## src/rtl/gc_collect_pkg.sv

```systemverilog
// Shared types for the garbled-circuit label collector: record types, tag
// decode constants, the per-beat metadata carried through the FIFO.
package gc_collect_pkg;

   typedef enum logic [1:0] {REC_LABEL, REC_KEY, REC_TABLE, REC_MASK} rec_type_t;

   typedef enum logic [1:0] {ST_IDLE, ST_HDR, ST_DATA} ser_state_t;

   localparam int          FIELD_W       = 14;
   localparam int          TAG_LABEL_BIT = 2;
   localparam logic [1:0]  TAG_KEY       = 2'b01;
   localparam logic [1:0]  TAG_TABLE     = 2'b10;
   localparam logic [1:0]  TAG_MASK      = 2'b11;

   typedef struct packed {
      rec_type_t            typ;
      logic                 h0en;
      logic                 h1en;
      logic [FIELD_W-1:0]   cid;
      logic [FIELD_W-1:0]   idx0;
      logic [FIELD_W-1:0]   idx1;
   } beat_meta_t;

   // Header layout: type in the top two bits, 14-bit cid, 16-bit zero-extended index.
   function automatic logic [31:0] make_header(input rec_type_t t,
                                               input logic [FIELD_W-1:0] c,
                                               input logic [FIELD_W-1:0] idx);
      return {t, c, 2'b00, idx};
   endfunction

endpackage

```

## src/rtl/gc_sync_fifo.sv

```systemverilog
// Synchronous FIFO with head and next-entry views; a push into a full FIFO
// is accepted when a pop happens in the same cycle.
module gc_sync_fifo #(
   parameter int WIDTH  = 8,
   parameter int DEPTH  = 16,
   parameter int PEEK_W = WIDTH
) (
   input  logic                       clk,
   input  logic                       rst,
   input  logic                       push_i,
   input  logic [WIDTH-1:0]           wdata_i,
   input  logic                       pop_i,
   output logic [WIDTH-1:0]           rdata_o,
   output logic [PEEK_W-1:0]          peek_o,
   output logic                       full_o,
   output logic                       empty_o,
   output logic [$clog2(DEPTH):0]     count_o
);

   localparam int AW = $clog2(DEPTH);

   logic [WIDTH-1:0] mem [DEPTH];
   logic [AW-1:0]    wr_ptr_q, wr_ptr_d;
   logic [AW-1:0]    rd_ptr_q, rd_ptr_d;
   logic [AW:0]      count_q, count_d;
   logic             push_ok, pop_ok;

   assign full_o  = (count_q == (AW+1)'(DEPTH));
   assign empty_o = (count_q == '0);
   assign count_o = count_q;
   assign pop_ok  = pop_i & ~empty_o;
   assign push_ok = push_i & (~full_o | pop_ok);

   assign rdata_o = mem[rd_ptr_q];
   assign peek_o  = mem[rd_ptr_q + AW'(1)][WIDTH-1 -: PEEK_W];

   always_comb begin
      wr_ptr_d = wr_ptr_q;
      rd_ptr_d = rd_ptr_q;
      count_d  = count_q;
      if (push_ok) wr_ptr_d = wr_ptr_q + AW'(1);
      if (pop_ok)  rd_ptr_d = rd_ptr_q + AW'(1);
      count_d = count_q + {{AW{1'b0}}, push_ok} - {{AW{1'b0}}, pop_ok};
   end

   always_ff @(posedge clk or posedge rst) begin
      if (rst) begin
         wr_ptr_q <= '0;
         rd_ptr_q <= '0;
         count_q  <= '0;
      end else begin
         wr_ptr_q <= wr_ptr_d;
         rd_ptr_q <= rd_ptr_d;
         count_q  <= count_d;
      end
   end

   // Storage carries no reset; validity is tracked solely by the pointers.
   always_ff @(posedge clk) begin
      if (push_ok) mem[wr_ptr_q] <= wdata_i;
   end

endmodule

```

## src/rtl/gc_label_collector.sv

```systemverilog
// Buffers non-idle GarbledCircuit beats and serializes them into header+data
// records on a registered valid/ready word stream; flags overflow and done.
module gc_label_collector
   import gc_collect_pkg::*;
#(
   parameter int S     = 10,
   parameter int K     = 128,
   parameter int W     = 32,
   parameter int DEPTH = 16,
   parameter int CC    = 1
) (
   input  logic          clk,
   input  logic          rst,
   input  logic [2:0]    tag_t1,
   input  logic [S-1:0]  cid,
   input  logic [S-1:0]  index0_t1,
   input  logic [S-1:0]  index1_t1,
   input  logic [K-1:0]  data0_t1,
   input  logic [K-1:0]  data1_t1,
   output logic [W-1:0]  out_data,
   output logic          out_valid,
   input  logic          out_ready,
   output logic          overflow,
   output logic          done
);

   localparam int NW = K / W;
   localparam int CW = (NW > 1) ? $clog2(NW) : 1;
   localparam int MW = $bits(beat_meta_t);
   localparam int EW = MW + 2*K;
   localparam int AW = $clog2(DEPTH);

   if (S > FIELD_W) begin : g_bad_s
      $error("gc_label_collector: S must be <= 14");
   end
   if ((K % W) != 0) begin : g_bad_k
      $error("gc_label_collector: K must be a multiple of W");
   end

   beat_meta_t       in_meta, head_meta, peek_meta;
   logic             push_req, push_ok;
   logic [EW-1:0]    fifo_wdata, fifo_rdata;
   logic [MW-1:0]    fifo_peek;
   logic             fifo_full, fifo_empty, fifo_pop;
   logic [AW:0]      fifo_count, count_nxt;
   logic [K-1:0]     head_d0, head_d1;

   ser_state_t       state_q, state_d;
   logic             half_q, half_d;
   logic [CW-1:0]    cnt_q, cnt_d;
   logic [W-1:0]     out_data_q, out_data_d;
   logic             out_valid_q, out_valid_d;
   logic             overflow_q, overflow_d;
   logic             cid_seen_q, cid_seen_d;
   logic             done_q, done_d;
   logic             accept;

   function automatic logic [W-1:0] data_word(input logic [K-1:0] d, input logic [CW-1:0] j);
      logic [K-1:0] sh;
      sh = d << (j * W);
      return sh[K-1 -: W];
   endfunction

   function automatic logic [W-1:0] hdr_word(input beat_meta_t m, input logic h1);
      return W'(make_header(m.typ, m.cid, h1 ? m.idx1 : m.idx0));
   endfunction

   always_comb begin
      in_meta      = '0;
      in_meta.typ  = REC_LABEL;
      in_meta.cid  = FIELD_W'(cid);
      in_meta.idx0 = FIELD_W'(index0_t1);
      in_meta.idx1 = FIELD_W'(index1_t1);
      if (tag_t1[TAG_LABEL_BIT]) begin
         in_meta.h0en = tag_t1[0];
         in_meta.h1en = tag_t1[1];
      end else begin
         case (tag_t1[1:0])
            TAG_KEY: begin
               in_meta.typ  = REC_KEY;
               in_meta.h0en = 1'b1;
               in_meta.h1en = 1'b1;
               in_meta.idx0 = FIELD_W'(0);
               in_meta.idx1 = FIELD_W'(1);
            end
            TAG_TABLE: begin
               in_meta.typ  = REC_TABLE;
               in_meta.h0en = 1'b1;
               in_meta.h1en = 1'b1;
            end
            TAG_MASK: begin
               in_meta.typ  = REC_MASK;
               in_meta.h0en = 1'b1;
            end
            default: ;
         endcase
      end
   end

   assign push_req   = in_meta.h0en | in_meta.h1en;
   assign fifo_wdata = {in_meta, data0_t1, data1_t1};

   gc_sync_fifo #(
      .WIDTH  (EW),
      .DEPTH  (DEPTH),
      .PEEK_W (MW)
   ) u_fifo (
      .clk     (clk),
      .rst     (rst),
      .push_i  (push_req),
      .wdata_i (fifo_wdata),
      .pop_i   (fifo_pop),
      .rdata_o (fifo_rdata),
      .peek_o  (fifo_peek),
      .full_o  (fifo_full),
      .empty_o (fifo_empty),
      .count_o (fifo_count)
   );

   assign head_meta = beat_meta_t'(fifo_rdata[EW-1 -: MW]);
   assign head_d0   = fifo_rdata[2*K-1:K];
   assign head_d1   = fifo_rdata[K-1:0];
   assign peek_meta = beat_meta_t'(fifo_peek);
   assign accept    = out_valid_q & out_ready;

   // Next word is precomputed so out_data/out_valid come straight from flops.
   always_comb begin
      state_d     = state_q;
      half_d      = half_q;
      cnt_d       = cnt_q;
      out_data_d  = out_data_q;
      out_valid_d = out_valid_q;
      fifo_pop    = 1'b0;
      case (state_q)
         ST_IDLE: begin
            if (!fifo_empty) begin
               state_d     = ST_HDR;
               half_d      = ~head_meta.h0en;
               out_valid_d = 1'b1;
               out_data_d  = hdr_word(head_meta, ~head_meta.h0en);
            end
         end
         ST_HDR: begin
            if (accept) begin
               state_d    = ST_DATA;
               cnt_d      = '0;
               out_data_d = data_word(half_q ? head_d1 : head_d0, '0);
            end
         end
         ST_DATA: begin
            if (accept) begin
               if (cnt_q == CW'(NW-1)) begin
                  if (!half_q && head_meta.h1en) begin
                     state_d    = ST_HDR;
                     half_d     = 1'b1;
                     out_data_d = hdr_word(head_meta, 1'b1);
                  end else begin
                     fifo_pop = 1'b1;
                     if (fifo_count > (AW+1)'(1)) begin
                        state_d    = ST_HDR;
                        half_d     = ~peek_meta.h0en;
                        out_data_d = hdr_word(peek_meta, ~peek_meta.h0en);
                     end else begin
                        state_d     = ST_IDLE;
                        out_valid_d = 1'b0;
                        out_data_d  = '0;
                     end
                  end
               end else begin
                  cnt_d      = cnt_q + CW'(1);
                  out_data_d = data_word(half_q ? head_d1 : head_d0, cnt_q + CW'(1));
               end
            end
         end
         default: begin
            state_d     = ST_IDLE;
            out_valid_d = 1'b0;
            out_data_d  = '0;
         end
      endcase
   end

   assign push_ok    = push_req & (~fifo_full | fifo_pop);
   assign count_nxt  = fifo_count + {{AW{1'b0}}, push_ok} - {{AW{1'b0}}, fifo_pop};
   assign overflow_d = overflow_q | (push_req & fifo_full & ~fifo_pop);
   assign cid_seen_d = cid_seen_q | (cid == S'(CC));
   assign done_d     = done_q | (cid_seen_d & (count_nxt == '0) & (state_d == ST_IDLE));

   always_ff @(posedge clk or posedge rst) begin
      if (rst) begin
         state_q     <= ST_IDLE;
         half_q      <= 1'b0;
         cnt_q       <= '0;
         out_data_q  <= '0;
         out_valid_q <= 1'b0;
         overflow_q  <= 1'b0;
         cid_seen_q  <= 1'b0;
         done_q      <= 1'b0;
      end else begin
         state_q     <= state_d;
         half_q      <= half_d;
         cnt_q       <= cnt_d;
         out_data_q  <= out_data_d;
         out_valid_q <= out_valid_d;
         overflow_q  <= overflow_d;
         cid_seen_q  <= cid_seen_d;
         done_q      <= done_d;
      end
   end

   assign out_data  = out_data_q;
   assign out_valid = out_valid_q;
   assign overflow  = overflow_q;
   assign done      = done_q;

endmodule
```

## config.mk

```make
export PLATFORM = sky130hd
export DESIGN_NAME = gc_label_collector
export DESIGN_NICKNAME = d
export VERILOG_FILES = /design/src/rtl/gc_collect_pkg.sv /design/src/rtl/gc_sync_fifo.sv /design/src/rtl/gc_label_collector.sv
export SDC_FILE = /design/constraint.sdc
export NUM_CORES = 2
export LEC_CHECK = 0
export CORE_MARGIN = 2
export CORE_UTILIZATION = 35
export DETAILED_ROUTE_END_ITERATION = 8
export DONT_BUFFER_PORTS = 1
export HOLD_SLACK_MARGIN = 0.03
export SYNTH_ARGS = -nofsm -noshare
export SYNTH_HDL_FRONTEND = slang
export SYNTH_MEMORY_MAX_BITS = 65536
export SYNTH_SLANG_ARGS = --single-unit
```

## constraint.sdc

```tcl
create_clock -name clk -period 32 [get_ports clk]
set_input_delay 8 -clock clk [delete_from_list [all_inputs] [get_ports clk]]
set_output_delay 8 -clock clk [all_outputs]
set_load 0.01 [all_outputs]
```

### Word level (Yosys, flattened, before mapping)

Memory sizes are Yosys's and may differ from the RTL's.
Index checks and enable logic that the tools add are counted.

| word-level totals | value |
|---|---|
| memories kept | 1 |
| memory bits (writable) | 4768 |
| bits of input ports | 292 |
| output and inout bits | 35 |
| register bits after elaboration | 54 |
| logic and storage cells | 115 |
| latch bits | 0 |
| ROM bits | 0 |

Memories:

| name | words | width | rd ports | clocked after Yosys merged registers in | wr ports | RTL line | text |
|---|---|---|---|---|---|---|---|
| u_fifo.mem | 16 | 298 | 2 | 0 | 1 | gc_sync_fifo.sv:22 | `logic [WIDTH-1:0] mem [DEPTH];` |

| cells by class | value |
|---|---|
| divide/modulo/power cells | 0 |
| reduce and logical (&&, ||, !) cells | 13 |
| add/subtract/negate cells | 7 |
| multipliers | 0 |
| magnitude comparators | 1 |
| eq/ne operators | 16 |
| multiplexer cells | 45 |
| bitwise logic cells | 20 |
| shift-type cells | 1 |

Operator list:

| cell | count |
|---|---|
| 2-to-1 mux 32 bit | 6 |
| 2-to-1 mux 128 bit | 1 |
| << shifter 128 x 7 -> 128 bit | 1 |
| one-hot mux 32 bit (3 select lines) | 1 |
| 2-to-1 mux 14 bit | 2 |
| 2-to-1 mux 28 bit | 1 |
| 2-to-1 mux 24 bit | 1 |
| 2-to-1 mux 1 bit | 19 |
| 2-to-1 mux 2 bit | 9 |
| inequality test 2 bit (second input constant) | 7 |
| adder 5 x 1 -> 5 bit | 2 |
| equality test 10 x 1 -> 1 bit (second input constant) | 1 |
| logical NOT 5 bit | 2 |
| subtractor 5 x 1 -> 5 bit | 2 |
| one-hot mux 3 bit (3 select lines) | 1 |
| adder 4 x 1 -> 4 bit (second input constant) | 2 |
| bitwise AND 1 bit | 8 |
| equality test 2 bit (second input constant) | 4 |
| NOT 1 bit | 6 |
| bitwise OR 1 bit | 6 |
| one-hot mux 2 bit (3 select lines) | 1 |
| AND reduction 6 bit | 1 |
| equality test 5 bit (second input constant) | 1 |
| greater-than comparator 5 x 1 -> 1 bit (second input constant) | 1 |
| other kinds (14) | 17 |

### Depth between registers and ports, before layout

| depth | value |
|---|---|
| word-level depth | 14 |
| mapped depth | 20 |

### By module

A second synthesis with hierarchy kept.

| unflattened totals | value |
|---|---|
| cells, all modules | 9629 |
| area, all modules | 196039.3 um2 |

Modules (own cells, without submodules):

| module | cells each | seq. area each (um2) | area each (um2) | times used |
|---|---|---|---|---|
| gc_sync_fifo | 9016 | 145424.5 | 189889.6 | 1 |
| gc_label_collector | 613 | 1026.0 | 6149.6 | 1 |

### Least setup slack after synthesis

No wires, ideal clock.

| timing | value |
|---|---|
| path kind | in2reg |
| start point | input port tag_t1[0] |
| end point | memory u_fifo.mem[0][0] (netlist name), enable pin |
| buffers on the path | 1 |
| data arrival time | 29031 ps |
| cell stages on the path | 8 |
| slack | 1672 ps |
| data required time | 30704 ps |
| cell sequence | inv_1 -> ha_1 -> o21ai_0 -> nor2_1 -> nor2b_1 -> buf_4 -> nand2_1 -> nor3_1 |

| between the ends | value |
|---|---|
| elaborated cells between the ends (all ways) | 11 |
| classes of those cells | eq/ne (3); mux (5); bitwise (2); reduce/logical (1) |

RTL lines:

| item | RTL line | text |
|---|---|---|
| from (decl) | gc_label_collector.sv:14 | `input logic [2:0] tag_t1,` |
| equality test 2 bit or equality test 2 x 1 -> 1 bit (tied branches) | gc_label_collector.sv:78 | `case (tag_t1[1:0])` |
| one-hot mux 3 bit (3 select lines) | gc_label_collector.sv:78 |  |
| 2-to-1 mux 2 bit (*) | gc_label_collector.sv:74 | `if (tag_t1[TAG_LABEL_BIT]) begin` |
| net fifo_wdata[299] | gc_label_collector.sv:42 | `logic [EW-1:0] fifo_wdata, fifo_rdata;` |
| bitwise OR 1 bit (*) | gc_label_collector.sv:100 | `assign push_req = in_meta.h0en \| in_meta.h1en;` |
| bitwise AND 1 bit (*) | gc_sync_fifo.sv:32 | `assign push_ok = push_i & (~full_o \| pop_ok);` |
| net u_fifo.push_ok | gc_sync_fifo.sv:26 | `logic push_ok, pop_ok;` |
| 2-to-1 mux 1 bit (*) | gc_sync_fifo.sv:60 | `if (push_ok) mem[wr_ptr_q] <= wdata_i;` |
| 2-to-1 mux 1 bit (not written as such) (*) | gc_sync_fifo.sv:60 |  |
| to (decl) | gc_sync_fifo.sv:22 |  |

The timed path passes the listed nets; every way through them passes the cells marked *.

### Final worst setup path

| timing | value |
|---|---|
| start point | input port out_ready |
| end point | memory u_fifo.mem[0][82] (netlist name), enable pin |

| between the ends | value |
|---|---|
| longest elaborated chain between the ends | 8 |

Ends and longest elaborated chain:

| item | RTL line | text |
|---|---|---|
| from (decl) | gc_label_collector.sv:22 | `input logic out_ready,` |
| bitwise AND 1 bit | gc_label_collector.sv:124 | `assign accept = out_valid_q & out_ready;` |
| 2-to-1 mux 1 bit | gc_label_collector.sv:151 | `if (accept) begin` |
| 2-to-1 mux 1 bit | gc_label_collector.sv:134 | `case (state_q)` |
| bitwise AND 1 bit | gc_sync_fifo.sv:31 | `assign pop_ok = pop_i & ~empty_o;` |
| bitwise OR 1 bit | gc_sync_fifo.sv:32 |  |
| bitwise AND 1 bit | gc_sync_fifo.sv:32 |  |
| 2-to-1 mux 1 bit | gc_sync_fifo.sv:60 |  |
| 2-to-1 mux 1 bit (not written as such) | gc_sync_fifo.sv:60 |  |

Every way passes these cells.

==> impl_metrics.json <==
{
  "status": "finished with violations",
  "violations": "capacitance limit",
  "slew_headroom_pct": 1.12,
  "reg2reg_slack_ns": 24.40,
  "cpPeakStageDelay_ns": 0.84,
  "die_area_um2": 534000,
  "cp_max_fo": 45,
  "post_cts_buffers": 0,
  "yosys_warnings": 0,
  "viasPerCell": 5.56,
  "grt_pass1_vias": 90600,
  "critPathSlowestCell": "buf_4",
  "path_clk_slew_ns": 0.06,
  "timing.fmax_ghz": 0.0819,
  "syn_inst": 8038,
  "crit_path_end": "u_fifo.mem[0][82]",
  "r2r-end": "out_data[27]",
  "core_um2": 526000,
  "clock_skew_ns": 0.0960,
  "htree_levels": 5,
  "drtPass1Iterations": 6,
  "period_minus_slack_ns": 12.22,
  "start_kind": "input port",
  "antenna_found_initial": 40,
  "fin_ws_ns": 19.78,
  "synth_area_um2": 185000,
  "power_density_nw_per_um2": 89.3,
  "path_class": "in2reg",
  "p_int_mw": 12.9,
  "drv_slew": 0,
  "ant_nets": 0,
  "layout_common_cells": "edfxtp_1 (4,640), mux4_2 (1,316), mux2i_1 (503)",
  "synth_edf_count": 4640,
  "finalCritPeriodShare_pct": 38.2,
  "cp-startpoint": "out_ready",
  "die_width_um": 731,
  "ir_drop_v": 0.000100,
  "dp_slack_ns": 18.82,
  "drive_above_1_share_pct": 26.4,
  "ys_ff_latch": 4694,
  "route.detailed.drc": 0,
  "wirelength_um": 497000,
  "grt_max_degree": 123,
  "synth_top_area_share_pct": 75.3,
  "crit_chain": "and2_1, nand3_1, o21ai_1, nor2b_1, nand2_1, nor3_2, buf_4, buf_4, buf_4",
  "hold_viol_final": 0,
  "numCtsBuffers": 466,
  "layout.nets": 8562,
  "die_h_um": 731,
  "yosys-top-cells-area": "edfxtp_1 (75%), mux4_2 (16%), mux2i_1 (2.7%), dfrtp_1 (0.73%), buf_2 (0.49%)",
  "reg2regPathDepth": 13,
  "cp.required_ns": 32.60,
  "cts_resized": 0,
  "async_flop_share_pct": 1.15,
  "ys_seq_area_share_pct": 76.1,
  "synth-main-ff-cell": "edfxtp_1",
  "area_growth_pct": 12.8,
  "cts_num_sinks": 4694,
  "cp_data_arrival_time_ns": 12.82,
  "power_switching_mw": 5.71,
  "maxCapViolCount": 1,
  "path_delay_family": "buffers and inverters",
  "crit_top_cell": "buf_4",
  "clk_latency_ns": 1.06,
  "syn-num-nets": 8354,
  "clockBufferDepth": 4,
  "place_congestion": 0.839,
  "pwr-share-seq_pct": 43.3,
  "end_kind": "register",
  "r2r_start": "u_fifo.rd_ptr_q[0]",
  "grt_pass1_wl_um": 696000,
  "combPwrFrac_pct": 27.4,
  "groute.layer.met3.usage_pct": 5.00,
  "worstMarginPinSlew_ns": 1.47,
  "final_common_cell": "edfxtp_1",
  "clockRootBuffer": "clkbuf_16",
  "grt_overflow": 0,
  "path_buf_inv": 3,
  "rsz0062_at_grt": "no",
  "io_buffers": 0,
  "placementRows": 266,
  "gr-usage-met2_pct": 29.9,
  "track_usage_pct": 18.2,
  "initial_core_util_pct": 35.2,
  "num_io_pins": 327,
  "drtIter0Drc": 8756,
  "hpwlAfterDp_um": 281000,
  "grt_util_met1_pct": 23.2,
  "setup_viol": 0,
  "hold_buffers": 0,
  "p_leak_nw": 62.1,
  "path_depth": 9,
  "vias": 87100,
  "hp-class": "reg2reg",
  "setup_tns_ns": 0,
  "cts_tree": "yes",
  "wire_per_inst_um": 31.8,
  "syn_avg_cell_area_um2": 23.0,
  "pwr-share-clk_pct": 29.3,
  "synth_cell_types": 71,
  "synth_top_area_cell": "edfxtp_1",
  "busiest_layer": "met2",
  "swShare_pct": 30.6
}
-- cell usage after synthesis (5+ instances only) --
cell type and n:
edfxtp_1 4640, mux4_2 1316, mux2i_1 503, buf_2 181
nand2_1 153, a22oi_1 114, clkbuf_1 109, buf_4 108
a21oi_1 81, nor2_1 68, nand3_1 64, o22ai_1 62
a211oi_1 57, dfrtp_1 54, nor2b_1 53, buf_6 48
o21ai_0 39, o221ai_1 37, mux2_2 31, o211ai_1 24
a211o_1 23, and2_1 23, ha_1 22, inv_1 22
buf_1 18, a221oi_1 14, a31oi_1 14, a32o_1 14
a22o_1 12, a311oi_1 12, nand4_1 11, xnor2_1 10
nand2b_1 8, nor3_1 8, o31ai_1 8, and4_1 7
o221a_2 7, nor3b_1 6, or2_2 5
-- state kept, by name, indices dropped and copies added (netlist names), 2 cells and up --
| signal | cells |
|---|---|
| u_fifo.rd_ptr_q | 4 |
| state_q | 2 |
| cnt_q | 2 |
| u_fifo.count_o | 5 |
| u_fifo.wr_ptr_q | 4 |
| out_data | 32 |
| u_fifo.mem | 4640 |
-- stage by stage --
| stage | cells | utilization, % | total power, mW | hold slack, ns | cell area (µm²) |
|---|---|---|---|---|---|
| after global placement | 14700 | 36.7 | 13.3 | 0.520 | 193000 |
| final | 15700 | 39.7 | 18.6 | 0.559 | 209000 |
| after global routing | 15600 | 39.7 | 19.3 | 0.594 | 209000 |
| after floorplan | 8038 | - | 12.0 | 0.431 | 185000 |
| after detailed placement | 14700 | 36.7 | 13.4 | 0.545 | 193000 |
| after CTS | 15600 | 39.7 | 18.8 | 0.562 | 208000 |
-- worst register-to-register path: stages (launching register included) --
cell      delay [ns]
dfrtp_4         0.77
buf_4           0.74
buf_4           0.83
buf_4           0.86
buf_4           0.77
buf_4           0.95
buf_4           0.72
mux4_2          0.60
nor2b_1         0.15
a211oi_1        0.31
a211oi_1        0.14
a22oi_1         0.23
a21oi_1         0.11
a211o_1         0.28
-- how the worst min path moves through the flow --
stage	start	endpoint	slack, ns	cells past startpoint
2_1_floorplan	cid_seen_q	cid_seen_q	0.43	1
3_3_place_gp	cnt_q[1]	cnt_q[1]	0.52	1
3_5_place_dp	cnt_q[1]	cnt_q[1]	0.54	1
4_1_cts	cnt_q[1]	cnt_q[1]	0.56	1
5_1_grt	cid_seen_q	cid_seen_q	0.59	1
6_report	cnt_q[1]	cnt_q[1]	0.56	1
-- power by group through the flow --
stage	Combinational [mW]	Clock (mW)	Sequential (mW)
finish	5.10	5.46	8.06
global placement	5.15	0	8.13
floorplan	3.48	0	8.52
CTS	5.19	5.56	8.06
detailed placement	5.17	0	8.18
global route	5.38	5.79	8.12
-- area by class of cell --
cell class / instances / area, µm²
inverters: 26 / 119
clock buffers: 589 / 12400
repair buffers: 206 / 1910
flip-flops and latches: 4694 / 141000
multi-input cells: 2852 / 41600
fillers: 45600 / 317000
clock inverters: 285 / 3020
well taps: 6968 / 8720
diodes: 38 / 95.1
-- cell families after synthesis --
| logic type | after synthesis | synth area share [%] |
|---|---|---|
| flip-flops | 4694 | 76.1 |
| adder cells (fa/ha/maj) | 24 | 0.170 |
| multiplexers | 1850 | 18.9 |
| AO/OA/AOI/OAI | 540 | 2.09 |
| XOR/XNOR | 16 | 0.0839 |
| buffers and inverters | 492 | 1.54 |
| AND/OR/NAND/NOR | 422 | 1.11 |
-- metal layers --
metal / part of all wire, % / vias up / wire length, µm
met1: 39 / 47900 / 193000
met5: 0.031 / - / 155
met2: 48 / 3380 / 241000
met3: 8.9 / 729 / 44200
li1: - / 35100 / -
met4: 4.0 / 24 / 19700
Power figures use the tool's default switching activity.
